**config.mk**
```make
export PLATFORM = sky130hd
export DESIGN_NAME = serial_adder
export DESIGN_NICKNAME = d
export VERILOG_FILES = /design/src/rtl/serial_adder.sv
export SDC_FILE = /design/constraint.sdc
export NUM_CORES = 1
export LEC_CHECK = 0
export ABC_AREA = 1
export CELL_PAD_IN_SITES_DETAIL_PLACEMENT = 1
export CELL_PAD_IN_SITES_GLOBAL_PLACEMENT = 1
export CORE_UTILIZATION = 35
export CTS_CLUSTER_DIAMETER = 150
export DETAILED_ROUTE_END_ITERATION = 10
export PLACE_DENSITY_LB_ADDON = 0.1
export SLEW_MARGIN = 25
export SYNTH_ARGS = -nofsm -noshare
export SYNTH_HDL_FRONTEND = slang
export SYNTH_SLANG_ARGS = --single-unit
```
**constraint.sdc**
```tcl
create_clock -name clk -period 1.2 [get_ports clk]
set_input_delay 0.24 -clock clk [delete_from_list [all_inputs] [get_ports clk]]
set_output_delay 0.24 -clock clk [all_outputs]
set_load 0.02 [all_outputs]
```
**src/rtl/serial_adder.sv**
```systemverilog
// Bit-serial WIDTH-bit adder: one full-adder slice, LSB first, one bit per clock.
// Define SERIAL_ADDER_OVF_EN to add the registered two's-complement overflow output ovf.
module serial_adder #(
  parameter int WIDTH = 8
) (
  input  logic             clk,
  input  logic             rst,
  input  logic             start,
  input  logic [WIDTH-1:0] a,
  input  logic [WIDTH-1:0] b,
  input  logic             c_in,
  output logic             busy,
  output logic             done,
  output logic [WIDTH-1:0] sum,
  output logic             c_out
`ifdef SERIAL_ADDER_OVF_EN
  ,
  output logic             ovf
`endif
);

  localparam int CW = (WIDTH > 1) ? $clog2(WIDTH) : 1;
  localparam logic [CW-1:0] LAST = CW'(WIDTH - 1);

  typedef enum logic [1:0] {
    IDLE,
    RUN,
    DONE
  } state_t;

  state_t           r_state;
  state_t           w_next;
  logic [WIDTH-1:0] r_a;
  logic [WIDTH-1:0] r_b;
  logic [WIDTH-1:0] r_res;
  logic [WIDTH-1:0] r_sum;
  logic             r_carry;
  logic             r_cout;
  logic [CW-1:0]    r_cnt;
  logic             w_s;
  logic             w_co;
  logic             w_last;

  assign w_s    = r_a[0] ^ r_b[0] ^ r_carry;
  assign w_co   = (r_a[0] & r_b[0]) | (r_a[0] & r_carry) | (r_b[0] & r_carry);
  assign w_last = (r_cnt == LAST);

  always_ff @(posedge clk or posedge rst) begin
    if (rst) r_state <= IDLE;
    else     r_state <= w_next;
  end

  always_comb begin
    w_next = r_state;
    unique case (r_state)
      IDLE:    if (start) w_next = RUN;
      RUN:     if (w_last) w_next = DONE;
      DONE:    w_next = IDLE;
      default: w_next = IDLE;
    endcase
  end

  // Results are written only on the final RUN edge so sum/c_out never show partial bits.
  always_ff @(posedge clk or posedge rst) begin
    if (rst) begin
      r_a     <= '0;
      r_b     <= '0;
      r_res   <= '0;
      r_sum   <= '0;
      r_carry <= 1'b0;
      r_cout  <= 1'b0;
      r_cnt   <= '0;
    end else begin
      unique case (r_state)
        IDLE: begin
          if (start) begin
            r_a     <= a;
            r_b     <= b;
            r_carry <= c_in;
            r_cnt   <= '0;
            r_res   <= '0;
          end
        end
        RUN: begin
          r_res   <= {w_s, r_res[WIDTH-1:1]};
          r_a     <= {1'b0, r_a[WIDTH-1:1]};
          r_b     <= {1'b0, r_b[WIDTH-1:1]};
          r_carry <= w_co;
          r_cnt   <= r_cnt + 1'b1;
          if (w_last) begin
            r_sum  <= {w_s, r_res[WIDTH-1:1]};
            r_cout <= w_co;
          end
        end
        default: ;
      endcase
    end
  end

`ifdef SERIAL_ADDER_OVF_EN
  logic r_ovf;

  // On the last bit r_carry is the carry into the MSB slice and w_co the carry out of it.
  always_ff @(posedge clk or posedge rst) begin
    if (rst)                         r_ovf <= 1'b0;
    else if (r_state == RUN && w_last) r_ovf <= r_carry ^ w_co;
  end

  assign ovf = r_ovf;
`endif

  assign busy  = (r_state == RUN);
  assign done  = (r_state == DONE);
  assign sum   = r_sum;
  assign c_out = r_cout;

endmodule

```
# Yosys cells after proc, flatten, opt, wreduce, memory -nomap -nowiden

Index checks and enable logic that the tools add are counted.
Widths: inputs -> output; s select.

Register bits after elaboration: 39
Input port bits: 20
Output and inout port bits: 11
Word-level logic and storage cells: 39

Add/subtract/negate cells: 1
Equal/unequal tests: 5
Muxes and demuxes: 13
Bitwise operators: 7
Reductions and logical operators: 5

Operator list:

| cell                | count |
|---|---|
| $pmux 8 s2          | 3 |
| $mux 8              | 3 |
| $pmux 3 s2          | 1 |
| $reduce_and 2->1    | 3 |
| $mux 2              | 2 |
| $pmux 2 s2          | 1 |
| $add 3x1->3 const B | 1 |
| $and 1x1->1         | 3 |
| $eq 3x3->1 const B  | 1 |
| $mux 3              | 1 |
| $eq 2x1->1 const B  | 1 |
| $eq 2x2->1 const B  | 1 |
| $logic_not 2->1     | 1 |
| $ne 2x1->1 const B  | 1 |
| $ne 2x2->1 const B  | 1 |
| $or 1x1->1          | 2 |
| $pmux 1 s2          | 1 |
| $reduce_bool 2->1   | 1 |
| $xor 1x1->1         | 2 |
| $mux 1              | 1 |

# Depth between registers and ports, before layout

Gate-level depths: netlist of the first run.

Depth in word-level cells: 4
Gate-level depth with buffers: 7
Mapped depth without buffers: 6

# Least setup slack after synthesis of the first run

OpenSTA, ideal clock, no wires.

Kind: reg-to-output
From: reg r_state[0]
To: out done
Data arrival time: 1.019 ns
Data required time: 0.960 ns
Setup slack: -0.059 ns
Cell stages (with the launch flop): 4
Path buffers: 2
Path through: dfrtp_1 buf_4 buf_1 nor2_1

Cells in the longest elaborated chain, start to end: 1

Ends and longest elaborated chain:

| item                   | line | text |
|---|---|---|
| start, declared        | 31   | `state_t r_state;` |
| start signal, assigned | 50   | `else r_state <= w_next;` |
| $eq 2x2->1             | 113  | `assign done = (r_state == DONE);` |
| end, declared          | 13   | `output logic done,` |

No other way between the ends.

# Final worst setup path of the first run

From: reg r_state[0]
To: out busy

Cells in the longest elaborated chain, start to end: 1

Ends and longest elaborated chain:

| item          | line | text |
|---|---|---|
| $eq 2x1->1    | 112  | `assign busy = (r_state == RUN);` |
| end, declared | 12   | `output logic busy,` |

No other way between the ends.

==> reports/results.tsv, run 1 <==
metric	value	unit
status	complete, but fails checks	
failing checks	setup timing	
Avg Cell Area, Syn	8.59	um2
reg-to-reg endpoint	sum[2]	
CP endpoint kind	output port	
critical path arrival	1.03	ns
Core Region	5110	um2
Seq cells post-synth	38	
Antenna Nets Post-Route	0	
wire length on met2	2.12	mm
cell taking the most area after synthesis	dfrtp_1	
CTS tree	done	
clk buf depth	2	
Mapped Nets	239	
Slew headroom	85.0	%
vias per inst	4.47	
share of cells above drive strength 1	25.4	%
top layer in use	met4	
Hold Vio Cnt, Final	0	
Critical R2R Launch	r_state[0]	
cell area after synthesis	1860	um2
total track usage	17.9	%
global-route wire length before repair	7.42	mm
Setup Crit Path Kind	reg -> out	
routed len/inst	12.7	um
Pwr Density	2460	nW/um2
f_max	0.787	GHz
grt ovf	0	
First DRT Iteration DRCs	65	
H-Tree Level Count	2	
DRT Pass-1 Iters	4	
Netlist cell types	23	
vias	1493	
GPL Wtd Cong	0.733	
FF-to-FF path depth	7	
layout overhead on the synthesized area	33.8	%
skew final	0.00602	ns
Seq/Total Area, Yosys	51.2	%
post-route minimum period	1.27	ns
die boundary width	74.8	um
multiplexer area fraction after synthesis	0	%
Post-CTS Hold Buffers	0	
synth top area cells	dfrtp_1 (51%), nand2_1 (12%), nand3_1 (8.6%), inv_1 (7.3%), o21ai_2 (3.8%)	
hpwl dp	2.91	mm
setup tns final	-0.735	ns
Slew @ Worst Pin	0.226	ns
CTS Sinks	38	
clock transition at the registers of the reported paths	0.08	ns
DR WL met3	112	um
RSZ-0062 raised after global routing	true	
Max-Cap Viols	0	
HP Class	in -> async	
Post-Synth Simple-Gate Area	27.4	%
xor/xnor share of the synthesized area	0	%
Placement Rows	26	
DRC Markers	0	
n_diodes	0	
Gate Count Post-Synth	216	
Inserted Clock Buffers	5	
Yosys warning count	0	
Lkg Pwr	1.30	nW
Starting Density	36.3	%
wirelength, routed	4.26	mm
Root Driver	clkbuf_8	
IO Count	31	
CP max FO	3	
hold_ws	0.284	ns
Layout Cells excl Fill	334	
met1 WL	1.98	mm
Final Worst Setup Slack	-0.0713	ns
fin crit share	106	%
main combinational cell family by area after synthesis	simple AND/OR/NAND/NOR gates	
final core utilization	48.6	%
nets	286	
post-synthesis adder-cell area fraction	2.43	%
Cells after DPL	323	
CP startpoint kind	flop	
PortBufs	30	
R2R Setup Slk	-0.04	ns
antenna violations before repair	0	
CP Data Required Time	0.96	ns
die height	74.8	um
Yosys top cell area share	51.2	%
die area	5600	um2
largest net degree at the start of global routing	39	
Slew Viols, Final	0	
vias in the first global route	1535	
worst vdd ir	1010	uV
Compound-Gate Fraction of Synth Area	6.95	%
final setup violation count	35	
Skew-Pair Late Insertion Delay	0.29	ns
## layout make-up
type	instances	area, um2
fillers	629	2630
clock inverters	1	5.00
clock buffers	7	86.3
inverters	39	154
multi-input cells	130	694
well taps	70	87.6
repair buffers	49	503
flip-flops and latches	38	952
## critical path, cell delays in order (launching register included)
cell,delay (ns)
dfrtp_1,0.41
inv_2,0.06
nor2_4,0.14
buf_6,0.13
## Yosys cell counts
cell type,number
nand2_1,60
o21ai_2,8
nand3_1,32
nor2_4,1
inv_1,36
o21ai_1,6
buf_6,1
inv_4,2
nand2_2,7
nor2_1,4
o21ai_0,3
a21oi_2,1
nand2_4,3
dfrtp_1,38
a21oi_1,1
inv_2,1
buf_8,1
ha_1,2
fa_1,1
nand2_8,1
buf_1,1
buf_4,4
buf_2,2
## cells in the final DEF (no fill, tap or decap), drive strengths merged
cell type,Yosys,routed
a21oi,2,2
buf,9,24
clkbuf,0,10
clkdlybuf4s15,0,3
clkdlybuf4s50,0,19
clkinv,0,1
dfrtp,38,38
fa,1,1
ha,2,2
inv,39,39
nand2,71,71
nand3,32,32
nor2,5,5
o21ai,17,17
## registers in the layout, summed over array words and instances (netlist names)
| signal | cells |
|---|---|
| r_carry | 1 |
| c_out | 1 |
| r_b | 8 |
| r_res | 7 |
| sum | 8 |
| r_state | 2 |
| r_a | 8 |
| r_cnt | 3 |
## per-stage QoR
stage	instance area (um2)	worst slack (ns)	total power, W
final	2480	-0.0713	0.00611
after global routing	2480	-0.112	0.00667
after CTS	2480	-0.0704	0.00616
after detailed placement	2350	-0.221	0.00517
after global placement	2350	-0.212	0.00504
after floorplan	1860	0.0105	0.00409
## power by group
group / internal [W] / switching (W) / leakage [nW]
Clock: 0.000464 / 0.000468 / 0.0482
Combinational: 0.00134 / 0.00164 / 0.776
Sequential: 0.00185 / 0.000345 / 0.473
## how the worst max path moves through the flow
stage                          start    end  slack [ns]
final                     r_state[0]   busy       -0.07
after detailed placement  r_state[1]   busy       -0.22
after CTS                 r_state[1]   busy       -0.07
after global placement    r_state[1]   busy       -0.21
after global routing      r_state[0]   busy       -0.11
after floorplan             r_cnt[0]  c_out        0.01
## routing by layer
metal / GRT usage (%) / vias up
met5: 0 / -
met4: 5.66 / 0
met3: 3.61 / 4
met2: 30.2 / 23
met1: 23.0 / 714
li1: - / 752
## cell families after synthesis
kind of cell	count (synthesis)
DFF	38
adders and majority gates	3
AOI/OAI and AO/OA	19
and+or+nand+nor	108
buffers and inverters	48
## repair_timing
| item | in CTS | in global routing |
|---|---|---|
| hold endpoints to repair | 0 | 0 |
| gates resized for setup | 44 | 9 |
| setup buffers | 1 | 1 |
| pin swaps | 2 | 1 |
| cloned | 0 | 1 |
| endpoints found under the setup margin | 48 | 45 |
(Power assumes the default switching activity.)
==> inputs of run 2 (changes only) <==
- CAP_MARGIN: not set -> 30
- clock period: 1.2 -> 1.1 ns (I/O delays scaled with it)
==> run 2 against run 1 <==
Against the previous run: the run still ends with setup timing left; hold slack got worse by 0.0063 ns; sequential power rose by 9%; core utilization rose by 2.3 points; total power rose by 16%; combinational power rose by 26%; critical path type unchanged; critical endpoint unchanged; largest power group unchanged.
==> reports/results.tsv, run 2 (synthesis gave the netlist of run 1 again) <==
metric	value	unit	change
status	complete, but fails checks		
failing checks	setup timing		
H-Tree Level Count	2		unchanged
clk buf depth	2		unchanged
final core utilization	50.9	%	+2.3 points
Core Region	5110	um2	unchanged
Max-Cap Viols	0		unchanged
CTS Sinks	38		unchanged
Inserted Clock Buffers	5		unchanged
Skew-Pair Late Insertion Delay	0.29	ns	about the same
Slew @ Worst Pin	0.232	ns	+0.00675 ns
Hold Vio Cnt, Final	0		unchanged
Buf/Inv on CP	2		unchanged
crit-path max cell delay	0.43	ns	+0.02 ns
nets	294		+2.8%
most frequent cells in the layout	nand2_1 (55), dfrtp_1 (36), inv_1 (34), nand3_1 (25), clkdlybuf4s50_1 (19)		
total track usage	18.4	%	+0.48 points
hpwl dp	2.95	mm	+1.3%
die boundary width	74.8	um	unchanged
CP cell instances	inv_2, nor2_4, buf_6		
Root Driver	clkbuf_8		
Critical R2R Launch	r_state[1]		
n_diodes	0		unchanged
die height	74.8	um	unchanged
Pwr Density	2710	nW/um2	+10%
CP endpoint kind	output port		
Antenna Nets Post-Route	0		unchanged
skew final	0.00913	ns	+0.00311 ns
final instance area	2600	um2	+4.8%
DRC Markers	0		unchanged
die area	5600	um2	unchanged
share of cells above drive strength 1	33.9	%	+8.6 points
GR met1 Demand/Resource	21.3	%	-1.7 points
f_max	0.814	GHz	
Slew headroom	84.4	%	-0.51 points
fin crit share	112	%	
hold_ws	0.278	ns	-0.00626 ns
First DRT Iteration DRCs	40		-38%
vias	1516		+1.5%
Total Power	0.00705	W	+16%
global-route wire length before repair	7.44	mm	+0.28%
Final Worst Setup Slack	-0.128	ns	-0.0569 ns
GRT met2 Usage	33.5	%	+3.3 points
CTS tree	done		
Starting Density	36.3	%	unchanged
final setup violation count	39		+11%
most crowded layer after global routing	met2		
DRT Pass-1 Iters	4		unchanged
Slew Viols, Final	0		unchanged
vias per inst	4.45		-0.54%
Placed Area	2420	um2	+3.1%
Cells after DPL	330		+2.2%
CP max FO	4		+1
Layout Cells excl Fill	341		+2.1%
cell class contributing the biggest share of worst-path delay	flip-flops		
grt ovf	0		unchanged
RSZ-0062 raised after global routing	true		
routed len/inst	12.6	um	-0.86%
IO Count	31		unchanged
clock transition at the registers of the reported paths	0.08	ns	about the same
slowest stage cell, crit path	dfrtp_2		
largest net degree at the start of global routing	39		unchanged
CP startpoint kind	flop		
CP Data Required Time	0.88	ns	-0.08 ns
Setup Crit Path Kind	reg -> out		
commonest non-fill, non-tap cell in the layout	nand2_1		
PortBufs	30		unchanged
wirelength, routed	4.31	mm	+1.2%
critical path arrival	1.01	ns	-0.02 ns
post-route minimum period	1.23	ns	
vias in the first global route	1607		+4.7%
GPL Wtd Cong	0.744		+1.5%
layout overhead on the synthesized area	40.2	%	
Placement Rows	26		unchanged
Setup crit start	r_state[0]		
worst vdd ir	749	uV	-26%
antenna violations before repair	0		unchanged
HP Class	in -> async		
met3 usage	4.15	%	+0.54 points
Lkg Pwr	1.33	nW	+2.8%
## run 2: cell count changes in the layout (fill, tap and decap cells not counted), moves of 3 or more
cell	delta
nand3_1	-7
nand3_2	+7
buf_2	+5
nand2_1	-5
nand2_2	+5
buf_4	+4
buf_6	+4
clkdlybuf4s15_2	-3
## run 2: where the power goes
group	switching [W]	internal (W)
logic	0.00203	0.00172
clock network	0.000494	0.000426
registers	0.000360	0.00203
total	0.00288	0.00417
## run 2: what timing repair did
action,CTS,global route
pin swaps,4,2
hold buffers,0,0
endpoints found under the setup margin,49,39
gates cloned,1,0
resized for setup,69,8
buffers inserted,2,1
## run 2: worst min-delay path: stages
cell	delay, ns
clkdlybuf4s50_1	0.40
inv_1	0.09
buf_12	0.23
## run 2: through the flow
step	setup TNS [ns]	worst slack (ns)
2_1_floorplan	-0.395	-0.0337
3_3_place_gp	-8.49	-0.296
3_5_place_dp	-9.79	-0.316
4_1_cts	-2.36	-0.134
5_1_grt	-4.46	-0.173
6_report	-1.94	-0.128
## run 2: final cells by class
type / count / area [um2]
clock buffers: 5 / 68.8
clock inverters: 2 / 10.0
fillers: 631 / 2510
inverters: 39 / 156
multi-input cells: 131 / 796
flip-flops and latches: 38 / 953
well taps: 70 / 87.6
repair buffers: 56 / 529
## run 2: path summary, 6_finish.rpt
check                      slack (ns)          to  cells after the start
hold reg to reg                  0.48      sum[1]                      2
min in group clk                 0.47      r_a[7]                      3
hold / removal                   0.28      r_a[7]                      3
setup reg to reg                -0.10      r_b[6]                      7
setup / recovery                -0.13        busy                      3
max in group asynchronous        0.61  r_state[1]                      3
## run 2: metal layers
metal	vias up	routed length, um
met3	5	122
met5	-	0
met4	0	55
met2	27	2210
met1	719	1930
li1	765	-
==> inputs of run 3 (changes only) <==
- CORE_MARGIN: not set -> 5
==> run 3 against run 2 <==
Against the previous run: the flow still finishes with violations (setup timing); global-route usage is 2.6 points lower; routed wire length is 28% higher; sequential power barely moved; hold slack worse by 0.0064 ns; final cell count is 5.9% higher; via count up 11%; combinational power grew 26%; setup slack worse by 0.092 ns; critical endpoint is now done; total power increased by 18%; non-clock buffer count is 19 higher; critical path type unchanged; core utilization grew 7.0 points; sequential share of layout area shrank 4.6 points.
==> reports/results.tsv, run 3 (synthesis gave the netlist of run 1 again) <==
metric	value	unit	change
status	complete, but fails checks		
failing checks	setup timing		
nets	313		+6.5%
grt ovf	0		unchanged
Slew @ Worst Pin	0.242	ns	+0.00988 ns
vias per inst	4.65		+4.6%
die boundary width	82.8	um	+11%
f_max	0.757	GHz	-7.0%
Core Region	5140	um2	+0.64%
skew final	0.00939	ns	+0.000256 ns
CP Data Required Time	0.88	ns	about the same
slowest stage cell, crit path	dfrtp_2		
final setup violation count	40		+2.6%
Placed Area	2390	um2	-1.1%
H-Tree Level Count	2		unchanged
Max-Cap Viols	0		unchanged
CP max FO	3		-1
antenna violations before repair	0		unchanged
Pwr Density	2790	nW/um2	+2.9%
fillers	609		-3.5%
Setup Crit Path Kind	reg -> out		
wirelength, routed	5.51	mm	+28%
CP endpoint kind	output port		
vias	1678		+11%
FF-to-FF path depth	7		unchanged
worst vdd ir	996	uV	+33%
Slew headroom	83.8	%	-0.65 points
DRC Markers	0		unchanged
Critical R2R Launch	r_state[1]		
Root Driver	clkbuf_8		
Slew Viols, Final	0		unchanged
clk buf depth	2		unchanged
Inserted Clock Buffers	5		unchanged
DRT Pass-1 Iters	4		unchanged
most frequent cells in the layout	nand2_1 (51), dfrtp_1 (36), inv_1 (34), buf_4 (30), clkdlybuf4s50_1 (19)		
share of cells above drive strength 1	46.4	%	+12 points
die height	82.8	um	+11%
Post-CTS Hold Buffers	0		unchanged
layout overhead on the synthesized area	60.6	%	
Hold Vio Cnt, Final	0		unchanged
routed len/inst	15.3	um	+21%
R2R Setup Slk	-0.19	ns	-0.09 ns
post-route minimum period	1.32	ns	+0.0923 ns
dpl ws	-0.337	ns	-0.0205 ns
GPL Wtd Cong	0.714		-4.0%
final core utilization	58.0	%	+7.0 points
HP Class	in -> async		
Lkg Pwr	1.52	nW	+14%
global-route wire length before repair	8.74	mm	+18%
fin crit share	120	%	+8.4 points
reg-to-reg endpoint	sum[0]		
PortBufs	30		unchanged
IO Count	31		unchanged
final instance area	2980	um2	+15%
Total Power	0.00832	W	+18%
hpwl dp	2.97	mm	+0.58%
crit-path max cell delay	0.44	ns	about the same
Skew-Pair Late Insertion Delay	0.30	ns	about the same
clock transition at the registers of the reported paths	0.08	ns	about the same
CTS Sinks	38		unchanged
commonest non-fill, non-tap cell in the layout	nand2_1		
CTS tree	done		
n_diodes	0		unchanged
CP startpoint kind	flop		
total track usage	15.7	%	-2.6 points
First DRT Iteration DRCs	36		-10%
vias in the first global route	1693		+5.4%
Final Worst Setup Slack	-0.221	ns	-0.0923 ns
die area	6860	um2	+23%
critical path arrival	1.10	ns	+0.09 ns
Antenna Nets Post-Route	0		unchanged
RSZ-0062 raised after global routing	true		
Placement Rows	26		unchanged
CP cell instances	buf_4, nor2_4, buf_6		
largest net degree at the start of global routing	39		unchanged
Starting Density	36.1	%	-0.23 points
setup tns final	-6.36	ns	-4.42 ns
-- run 3: cell types whose count changed in the layout (fill, tap and decap cells not counted), sizes merged --
cell / change
clkinv: -2
nand2: -1
buf: +19
inv: +1
bufinv: +1
clkbuf: +2
-- run 3: layout make-up --
cell class	count	area, um2	area share [%]
clock buffer	7	76.3	2.56
sequential	38	953	32.0
clock inverter	1	30.0	1.01
multi-input combinational	130	935	31.4
timing repair inverter	1	11.3	0.378
timing repair buffer	75	722	24.2
inverter	39	164	5.50
tap	70	87.6	2.94
-- run 3: power breakdown --
part,switching [W],internal (W),total (W)
Sequential,0.000385,0.00203,0.00241
Clock,0.000510,0.000679,0.00119
Combinational,0.00250,0.00222,0.00472
Total,0.00339,0.00492,0.00832
-- run 3: per-layer routing --
layer  wire [um]  GRT usage [%]  vias up
li1            -              -      811
met1        2260           20.0      837
met2        3030           27.0       24
met3         165           3.37        6
met4          57           4.46        0
met5           0              0        -
-- run 3: worst max-delay path, delay by kind of cell (launching register included) --
kind	cells	cell delay (ns)
flops	1	0.44
buf+inv	2	0.27
simple gates	1	0.09
-- run 3: worst max path at each step --
stage               start  endpoint  slack, ns  cells past startpoint
6_report       r_state[0]      done      -0.22                      3
5_1_grt        r_state[1]    sum[1]      -0.27                      7
4_1_cts        r_state[1]      busy      -0.17                      2
3_5_place_dp   r_state[0]      busy      -0.34                      3
3_3_place_gp   r_state[0]      busy      -0.31                      3
2_1_floorplan    r_cnt[0]    sum[7]      -0.03                      6
-- run 3: what timing repair did --
action / in CTS / in global routing
setup endpoints to repair: 49 / 40
gates cloned: 2 / 0
pin swaps: 9 / 16
setup buffers: 4 / 21
gates resized for setup: 100 / 30
-- run 3: through the flow --
| step | hold slack [ns] | std cells |
|---|---|---|
| after CTS | 0.282 | 342 |
| after global placement | 0.464 | 328 |
| after detailed placement | 0.468 | 328 |
| after global routing | 0.305 | 361 |
| final | 0.272 | 361 |
| after floorplan | 0.347 | 216 |
